[src/rtl/tmc_spi_pkg.sv]
// Shared frame geometry and controller state encoding for the TMC-style SPI responder.
package tmc_spi_pkg;

  localparam int unsigned FRAME_BITS = 40;
  localparam int unsigned ADDR_W     = 7;
  localparam int unsigned DATA_W     = 32;
  localparam int unsigned STATUS_W   = 8;

  typedef enum logic [1:0] {
    ST_IDLE   = 2'd0,
    ST_SHIFT  = 2'd1,
    ST_COMMIT = 2'd2,
    ST_FETCH  = 2'd3
  } state_e;

endpackage

[src/rtl/tmc_spi_sync.sv]
// Multi-flop synchronizer for one asynchronous SPI input, with a one-clk toggle flag
// (o_edge) that marks the clk cycle in which the synchronized level changed.
module tmc_spi_sync #(
  parameter int unsigned STAGES  = 2,
  parameter logic        RST_VAL = 1'b0
) (
  input  logic clk,
  input  logic resetn,
  input  logic i_d,
  output logic o_q,
  output logic o_edge
);

  logic [STAGES-1:0] r_chain;
  logic              r_prev;

  // Synchronizer chain plus one extra flop holding the previous synchronized level.
  always_ff @(posedge clk or negedge resetn) begin
    if (!resetn) begin
      r_chain <= {STAGES{RST_VAL}};
      r_prev  <= RST_VAL;
    end else begin
      r_chain <= {r_chain[STAGES-2:0], i_d};
      r_prev  <= r_chain[STAGES-1];
    end
  end

  assign o_q    = r_chain[STAGES-1];
  assign o_edge = r_chain[STAGES-1] ^ r_prev;

endmodule

[src/rtl/tmc_spi_responder.sv]
// SPI mode-3 responder for 40-bit TMC datagrams: status + pipelined read data out,
// register write or read-fetch strobes in the clk domain.
module tmc_spi_responder #(
  parameter int unsigned SYNC_STAGES = 2,
  parameter int unsigned FRAME_BITS  = tmc_spi_pkg::FRAME_BITS
) (
  input  logic        clk,
  input  logic        resetn,
  input  logic        sclk,
  input  logic        csn,
  input  logic        mosi,
  output logic        miso,
  output logic        miso_oe,
  input  logic [7:0]  status,
  output logic [6:0]  reg_addr,
  output logic [31:0] reg_wdata,
  output logic        reg_we,
  output logic        reg_re,
  input  logic [31:0] reg_rdata,
  output logic        frame_done,
  output logic        frame_err
);

  import tmc_spi_pkg::state_e;
  import tmc_spi_pkg::ST_IDLE;
  import tmc_spi_pkg::ST_SHIFT;
  import tmc_spi_pkg::ST_COMMIT;
  import tmc_spi_pkg::ST_FETCH;
  import tmc_spi_pkg::ADDR_W;
  import tmc_spi_pkg::DATA_W;
  import tmc_spi_pkg::STATUS_W;

  localparam int unsigned     CNT_W    = $clog2(FRAME_BITS + 2);
  localparam logic [CNT_W-1:0] CNT_FULL = CNT_W'(FRAME_BITS);
  localparam logic [CNT_W-1:0] CNT_SAT  = CNT_W'(FRAME_BITS + 1);

  logic w_sclk_q, w_sclk_edge, w_csn_q, w_csn_edge, w_mosi_q, w_mosi_edge;

  tmc_spi_sync #(.STAGES(SYNC_STAGES), .RST_VAL(1'b1)) u_sync_sclk (
    .clk(clk), .resetn(resetn), .i_d(sclk), .o_q(w_sclk_q), .o_edge(w_sclk_edge)
  );
  tmc_spi_sync #(.STAGES(SYNC_STAGES), .RST_VAL(1'b1)) u_sync_csn (
    .clk(clk), .resetn(resetn), .i_d(csn), .o_q(w_csn_q), .o_edge(w_csn_edge)
  );
  tmc_spi_sync #(.STAGES(SYNC_STAGES), .RST_VAL(1'b0)) u_sync_mosi (
    .clk(clk), .resetn(resetn), .i_d(mosi), .o_q(w_mosi_q), .o_edge(w_mosi_edge)
  );

  logic w_sclk_rise, w_sclk_fall, w_csn_rise, w_csn_fall, w_mosi_bit;

  assign w_sclk_rise = w_sclk_edge & w_sclk_q;
  assign w_sclk_fall = w_sclk_edge & ~w_sclk_q;
  assign w_csn_rise  = w_csn_edge & w_csn_q;
  assign w_csn_fall  = w_csn_edge & ~w_csn_q;
  // If mosi toggles in the same cycle sclk rises, keep the level that was set up before the edge.
  assign w_mosi_bit  = w_mosi_q ^ w_mosi_edge;

  state_e                  r_state, w_state_nxt;
  logic [CNT_W-1:0]        r_bit_cnt, w_bit_cnt_nxt;
  logic [FRAME_BITS-1:0]   r_rx_sh, w_rx_nxt;
  logic [FRAME_BITS-1:0]   r_tx_sh, w_tx_nxt;
  logic [FRAME_BITS-1:0]   w_load;
  logic [DATA_W-1:0]       r_rd_buf, w_rd_buf_nxt;
  logic [ADDR_W-1:0]       r_reg_addr, w_addr_nxt;
  logic [DATA_W-1:0]       r_reg_wdata, w_wdata_nxt;
  logic                    r_reg_we, w_we_nxt;
  logic                    r_reg_re, w_re_nxt;
  logic                    r_frame_done, w_done_nxt;
  logic                    r_frame_err, w_err_nxt;
  logic                    r_miso_oe;

  // Output shifter image at frame start: status byte first, then last fetched read data.
  always_comb begin
    w_load = '0;
    w_load[FRAME_BITS-1 -: (STATUS_W + DATA_W)] = {status, r_rd_buf};
  end

  // Next-state and next-output logic of the frame controller.
  always_comb begin
    w_state_nxt   = r_state;
    w_bit_cnt_nxt = r_bit_cnt;
    w_rx_nxt      = r_rx_sh;
    w_tx_nxt      = r_tx_sh;
    w_rd_buf_nxt  = r_rd_buf;
    w_addr_nxt    = r_reg_addr;
    w_wdata_nxt   = r_reg_wdata;
    w_we_nxt      = 1'b0;
    w_re_nxt      = 1'b0;
    w_done_nxt    = 1'b0;
    w_err_nxt     = 1'b0;
    case (r_state)
      ST_IDLE: begin
        if (w_csn_fall) begin
          w_state_nxt   = ST_SHIFT;
          w_tx_nxt      = w_load;
          w_rx_nxt      = '0;
          w_bit_cnt_nxt = '0;
        end else begin
          w_tx_nxt = '0;
        end
      end
      ST_SHIFT: begin
        if (w_csn_rise) begin
          w_tx_nxt = '0;
          if (r_bit_cnt == CNT_FULL) begin
            w_state_nxt = ST_COMMIT;
          end else begin
            w_state_nxt = ST_IDLE;
            w_err_nxt   = 1'b1;
          end
        end else if (w_sclk_rise) begin
          w_rx_nxt = {r_rx_sh[FRAME_BITS-2:0], w_mosi_bit};
          if (r_bit_cnt != CNT_SAT) begin
            w_bit_cnt_nxt = r_bit_cnt + CNT_W'(1);
          end else begin
            w_bit_cnt_nxt = r_bit_cnt;
          end
        // The leading sclk fall of mode 3 precedes the first sample, so bit 39 is held through it.
        end else if (w_sclk_fall && (r_bit_cnt != '0)) begin
          w_tx_nxt = {r_tx_sh[FRAME_BITS-2:0], 1'b0};
        end else begin
          w_tx_nxt = r_tx_sh;
        end
      end
      ST_COMMIT: begin
        w_addr_nxt = r_rx_sh[FRAME_BITS-2 -: ADDR_W];
        if (r_rx_sh[FRAME_BITS-1]) begin
          w_we_nxt    = 1'b1;
          w_wdata_nxt = r_rx_sh[DATA_W-1:0];
          w_done_nxt  = 1'b1;
          w_state_nxt = ST_IDLE;
        end else begin
          w_re_nxt    = 1'b1;
          w_state_nxt = ST_FETCH;
        end
      end
      ST_FETCH: begin
        // reg_rdata answers in the clk after the strobe, so wait out the strobe cycle first.
        if (r_reg_re) begin
          w_state_nxt = ST_FETCH;
        end else begin
          w_rd_buf_nxt = reg_rdata;
          w_done_nxt   = 1'b1;
          w_state_nxt  = ST_IDLE;
        end
      end
      default: begin
        w_state_nxt = ST_IDLE;
      end
    endcase
  end

  // State, datapath and registered output flops.
  always_ff @(posedge clk or negedge resetn) begin
    if (!resetn) begin
      r_state      <= ST_IDLE;
      r_bit_cnt    <= '0;
      r_rx_sh      <= '0;
      r_tx_sh      <= '0;
      r_rd_buf     <= '0;
      r_reg_addr   <= '0;
      r_reg_wdata  <= '0;
      r_reg_we     <= 1'b0;
      r_reg_re     <= 1'b0;
      r_frame_done <= 1'b0;
      r_frame_err  <= 1'b0;
      r_miso_oe    <= 1'b0;
    end else begin
      r_state      <= w_state_nxt;
      r_bit_cnt    <= w_bit_cnt_nxt;
      r_rx_sh      <= w_rx_nxt;
      r_tx_sh      <= w_tx_nxt;
      r_rd_buf     <= w_rd_buf_nxt;
      r_reg_addr   <= w_addr_nxt;
      r_reg_wdata  <= w_wdata_nxt;
      r_reg_we     <= w_we_nxt;
      r_reg_re     <= w_re_nxt;
      r_frame_done <= w_done_nxt;
      r_frame_err  <= w_err_nxt;
      r_miso_oe    <= ~w_csn_q;
    end
  end

  assign miso       = r_tx_sh[FRAME_BITS-1];
  assign miso_oe    = r_miso_oe;
  assign reg_addr   = r_reg_addr;
  assign reg_wdata  = r_reg_wdata;
  assign reg_we     = r_reg_we;
  assign reg_re     = r_reg_re;
  assign frame_done = r_frame_done;
  assign frame_err  = r_frame_err;

endmodule

[config.mk]
export PLATFORM = sky130hd
export DESIGN_NAME = tmc_spi_responder
export DESIGN_NICKNAME = d
export VERILOG_FILES = /design/src/rtl/tmc_spi_pkg.sv /design/src/rtl/tmc_spi_sync.sv /design/src/rtl/tmc_spi_responder.sv
export SDC_FILE = /design/constraint.sdc
export NUM_CORES = 1
export LEC_CHECK = 0
export BUFFER_PORTS_ARGS = -buffer_cell sky130_fd_sc_hd__buf_4
export CAP_MARGIN = 20
export CORE_MARGIN = 5
export CORE_UTILIZATION = 60
export CTS_CLUSTER_SIZE = 30
export DETAILED_ROUTE_END_ITERATION = 8
export PLACE_DENSITY = 0.81
export SLEW_MARGIN = 5
export SYNTH_ARGS = -nofsm -noshare
export SYNTH_HDL_FRONTEND = slang
export SYNTH_SLANG_ARGS = --single-unit
export TNS_END_PERCENT = 10
[constraint.sdc]
create_clock -name clk -period 5.83 [get_ports clk]
set_input_delay 0.583 -clock clk [delete_from_list [all_inputs] [get_ports clk]]
set_output_delay 0.583 -clock clk [all_outputs]
set_load 0.05 [all_outputs]
==> summary.txt <==
Clock network
  • H-tree depth: 4
  • Clock buffer count from CTS: 17
  • CTS Root Cell: clkbuf_16
  • Hold_buf cts: 0
  • CTS resizes: 0
  • Worst skew pair latency: 0.44 ns
  • Total clock sinks: 173
  • Reg clk slew, reported paths: 0.07 ns
  • TritonCTS clock tree: yes
  • Worst-case clock buffer depth: 2
  • Postcts setup bufs: 0

Cells and area
  • Area Growth Syn to Fin: 16.65%
  • Post-route insts no fill: 951
  • Final core occ: 71.36%
  • Ant. Diodes: 0
  • Nets@finish: 814
  • Post-route cell area: 8969 um2
  • Share of post-route cells with drive strength above 1: 27.86%

Pwr
  • Worst VDD drop: 253.5 uV
  • PwrDens: 307.7 nW/um2
  • P_leak: 4.320 nW
  • Total power: 2.760 mW

Global routing
  • Pin count of the biggest net entering global routing: 108
  • Number of global-route vias before repair: 5,907
  • Antenna violations before repair: 0
  • GRT Overall Usage: 23.90%
  • Gr ovfl total: 0
  • Global-route wire length before repair: 28.55 mm

Detailed routing
  • DR pass1 iterations: 5
  • Vias: 5,554
  • DR vias/cell: 5.840
  • Initial DRC Count: 509
  • Drc violations: 0
  • Drt total wl: 16.86 mm
  • ANT nets after route: 0
  • Drt wl/cell: 17.73 um

STA
  • Final Max Tran Viols: 0
  • RSZ-0062 raised after global routing: no
  • Final Cycle Share: 49.38%
  • Final hold vios: 0
  • Worst hold slack: 0.2510 ns
  • Worst Tran Pin Value: 1.037 ns
  • Min cycle time layout: 2.879 ns
  • Final setup violation count: 0
  • Slew margin rel.: 29.88%
  • Maximum clock frequency: 0.3473 GHz
  • TNS Setup: 0 ns
  • Fin worst setup slack: 2.951 ns
  • Clock Skew: 0.007814 ns

Placement
  • Post-DP HPWL: 10.36 mm
  • Placed insts: 919
  • Placed cell areas: 8402 um2
  • Placer Congestion: 0.8052
  • Setup WS pre-CTS: 2.967 ns
  • Buffers added on ports: 89

Critical path
  • Crit Path Class: register to register
  • Crit path arrival time: 3.20 ns
  • Startpoint Class: register
  • CP Capture Type: register
  • Req. time, crit path: 6.15 ns
  • CP Max Fanout: 46

Yosys
  • Synth warn: 0
  • Async SR Flop Fraction: 100.0%
  • Avg Cell Area, Syn: 10.89 um2
  • Post-synth top cells: nand2_1 (186), dfrtp_1 (167), mux2_2 (79)
  • Register area share after synthesis: 56.40%
  • Synth area leaders: dfrtp_1 (54%), mux2_2 (12%), nand2_1 (9.1%), and3b_1 (4.4%), o2bb2ai_1 (4.4%)
  • Ys flop type: dfrtp_1
  • Largest area contributor in the netlist: dfrtp_1
  • Synth Cell Area: 7689 um2
  • Most common cell in the netlist: nand2_1
  • Number of synthesized flops with an enable pin: 0
  • Mapped Cells: 706
  • Distinct cells, synth: 42
  • Share of the synthesized area in the top cell type: 54.35%
  • Synthesized Nets: 754
  • Post-synthesis register bit count: 173

Floorplan
  • Die W: 123.2 um
  • Ports: 90
  • Die Y: 123.2 um
  • Core area: 12,570 um2
  • Row count: 41
  • Starting density of the core: 61.17%
  • Die area: 15,180 um2

Job
  • Max-Cap Viols: 0

Run status
  • Run status: completed

Min path
  • Worst Hold Class: input port to register
==> power by group <==
group	switching (mW)	internal (mW)	total [mW]
registers	0.0667	1.28	1.34
logic	0.173	0.147	0.320
clock network	0.501	0.597	1.10
total	0.740	2.02	2.76
==> worst max-delay path: stages, from the launching register on <==
cell and delay [ns]:
dfstp_2 1.09, nand2b_1 0.24, a21oi_1 0.12, a31oi_4 0.47
buf_4 0.44, mux2_2 0.39
==> worst paths after layout <==
check / from / slack, ns / cells after the start / endpoint
setup reg to reg: u_sync_csn.r_prev / 2.95 / 5 / r_tx_sh[2]
hold / removal: csn / 0.25 / 1 / u_sync_csn.r_chain[0]
hold reg to reg: u_sync_sclk.r_chain[0] / 0.36 / 0 / u_sync_sclk.r_chain[1]
setup / recovery: u_sync_csn.r_prev / 2.95 / 5 / r_tx_sh[2]
max in group asynchronous: resetn / 4.16 / 2 / r_rx_sh[21]
min in group asynchronous: resetn / 0.26 / 1 / r_tx_sh[9]
==> routing by layer <==
metal | global-route usage [%] | vias up | share of wire [%]
met5 | 0 | - | 0
li1 | - | 2573 | -
met3 | 5.489 | 35 | 4.9
met1 | 31.43 | 2792 | 42
met4 | 8.512 | 0 | 1.8
met2 | 39.18 | 154 | 51
==> state kept, by name, indices dropped and copies added, names as in the netlist, 2 cells and up <==
name                 cells
u_sync_csn.r_chain       2
reg_wdata               32
r_rx_sh                 40
r_bit_cnt                6
r_tx_sh                 40
reg_addr                 7
r_state                  2
u_sync_sclk.r_chain      2
r_rd_buf                32
u_sync_mosi.r_chain      2
==> area by class of cell <==
type	count	area [um2]
Fill cell	891	3600
Multi-Input combinational cell	468	3080
Inverter	8	30.03
Clock buffer	18	429.2
Sequential cell	173	4337
Timing Repair Buffer	98	739.5
Clock inverter	14	137.6
Tap cell	172	215.2
==> cells by family (layout without fill, tap and decap cells) <==
logic type	count (synthesis)	count (layout)	synth area share [%]
DFF	173	173	56.40
AOI/OAI and AO/OA	129	129	11.34
and+or+nand+nor	252	252	15.79
muxes	83	83	12.11
adders and majority gates	4	4	0.6184
buffers and inverters	65	138	3.743
==> cell usage in the layout (no fill, tap or decap), types with 5 or more instances in the layout <==
| cell type | synthesis | layout |
|---|---|---|
| o2bb2ai_1 | 39 | 39 |
| inv_1 | 8 | 8 |
| dfrtp_1 | 167 | 167 |
| mux2_2 | 79 | 79 |
| clkbuf_16 | 0 | 17 |
| a31oi_1 | 39 | 39 |
| buf_4 | 5 | 97 |
| and3b_1 | 39 | 39 |
| nor2_1 | 5 | 5 |
| o21ai_0 | 41 | 41 |
| nand2_1 | 186 | 186 |
| dfstp_2 | 6 | 6 |
(Power assumes the default switching activity.)
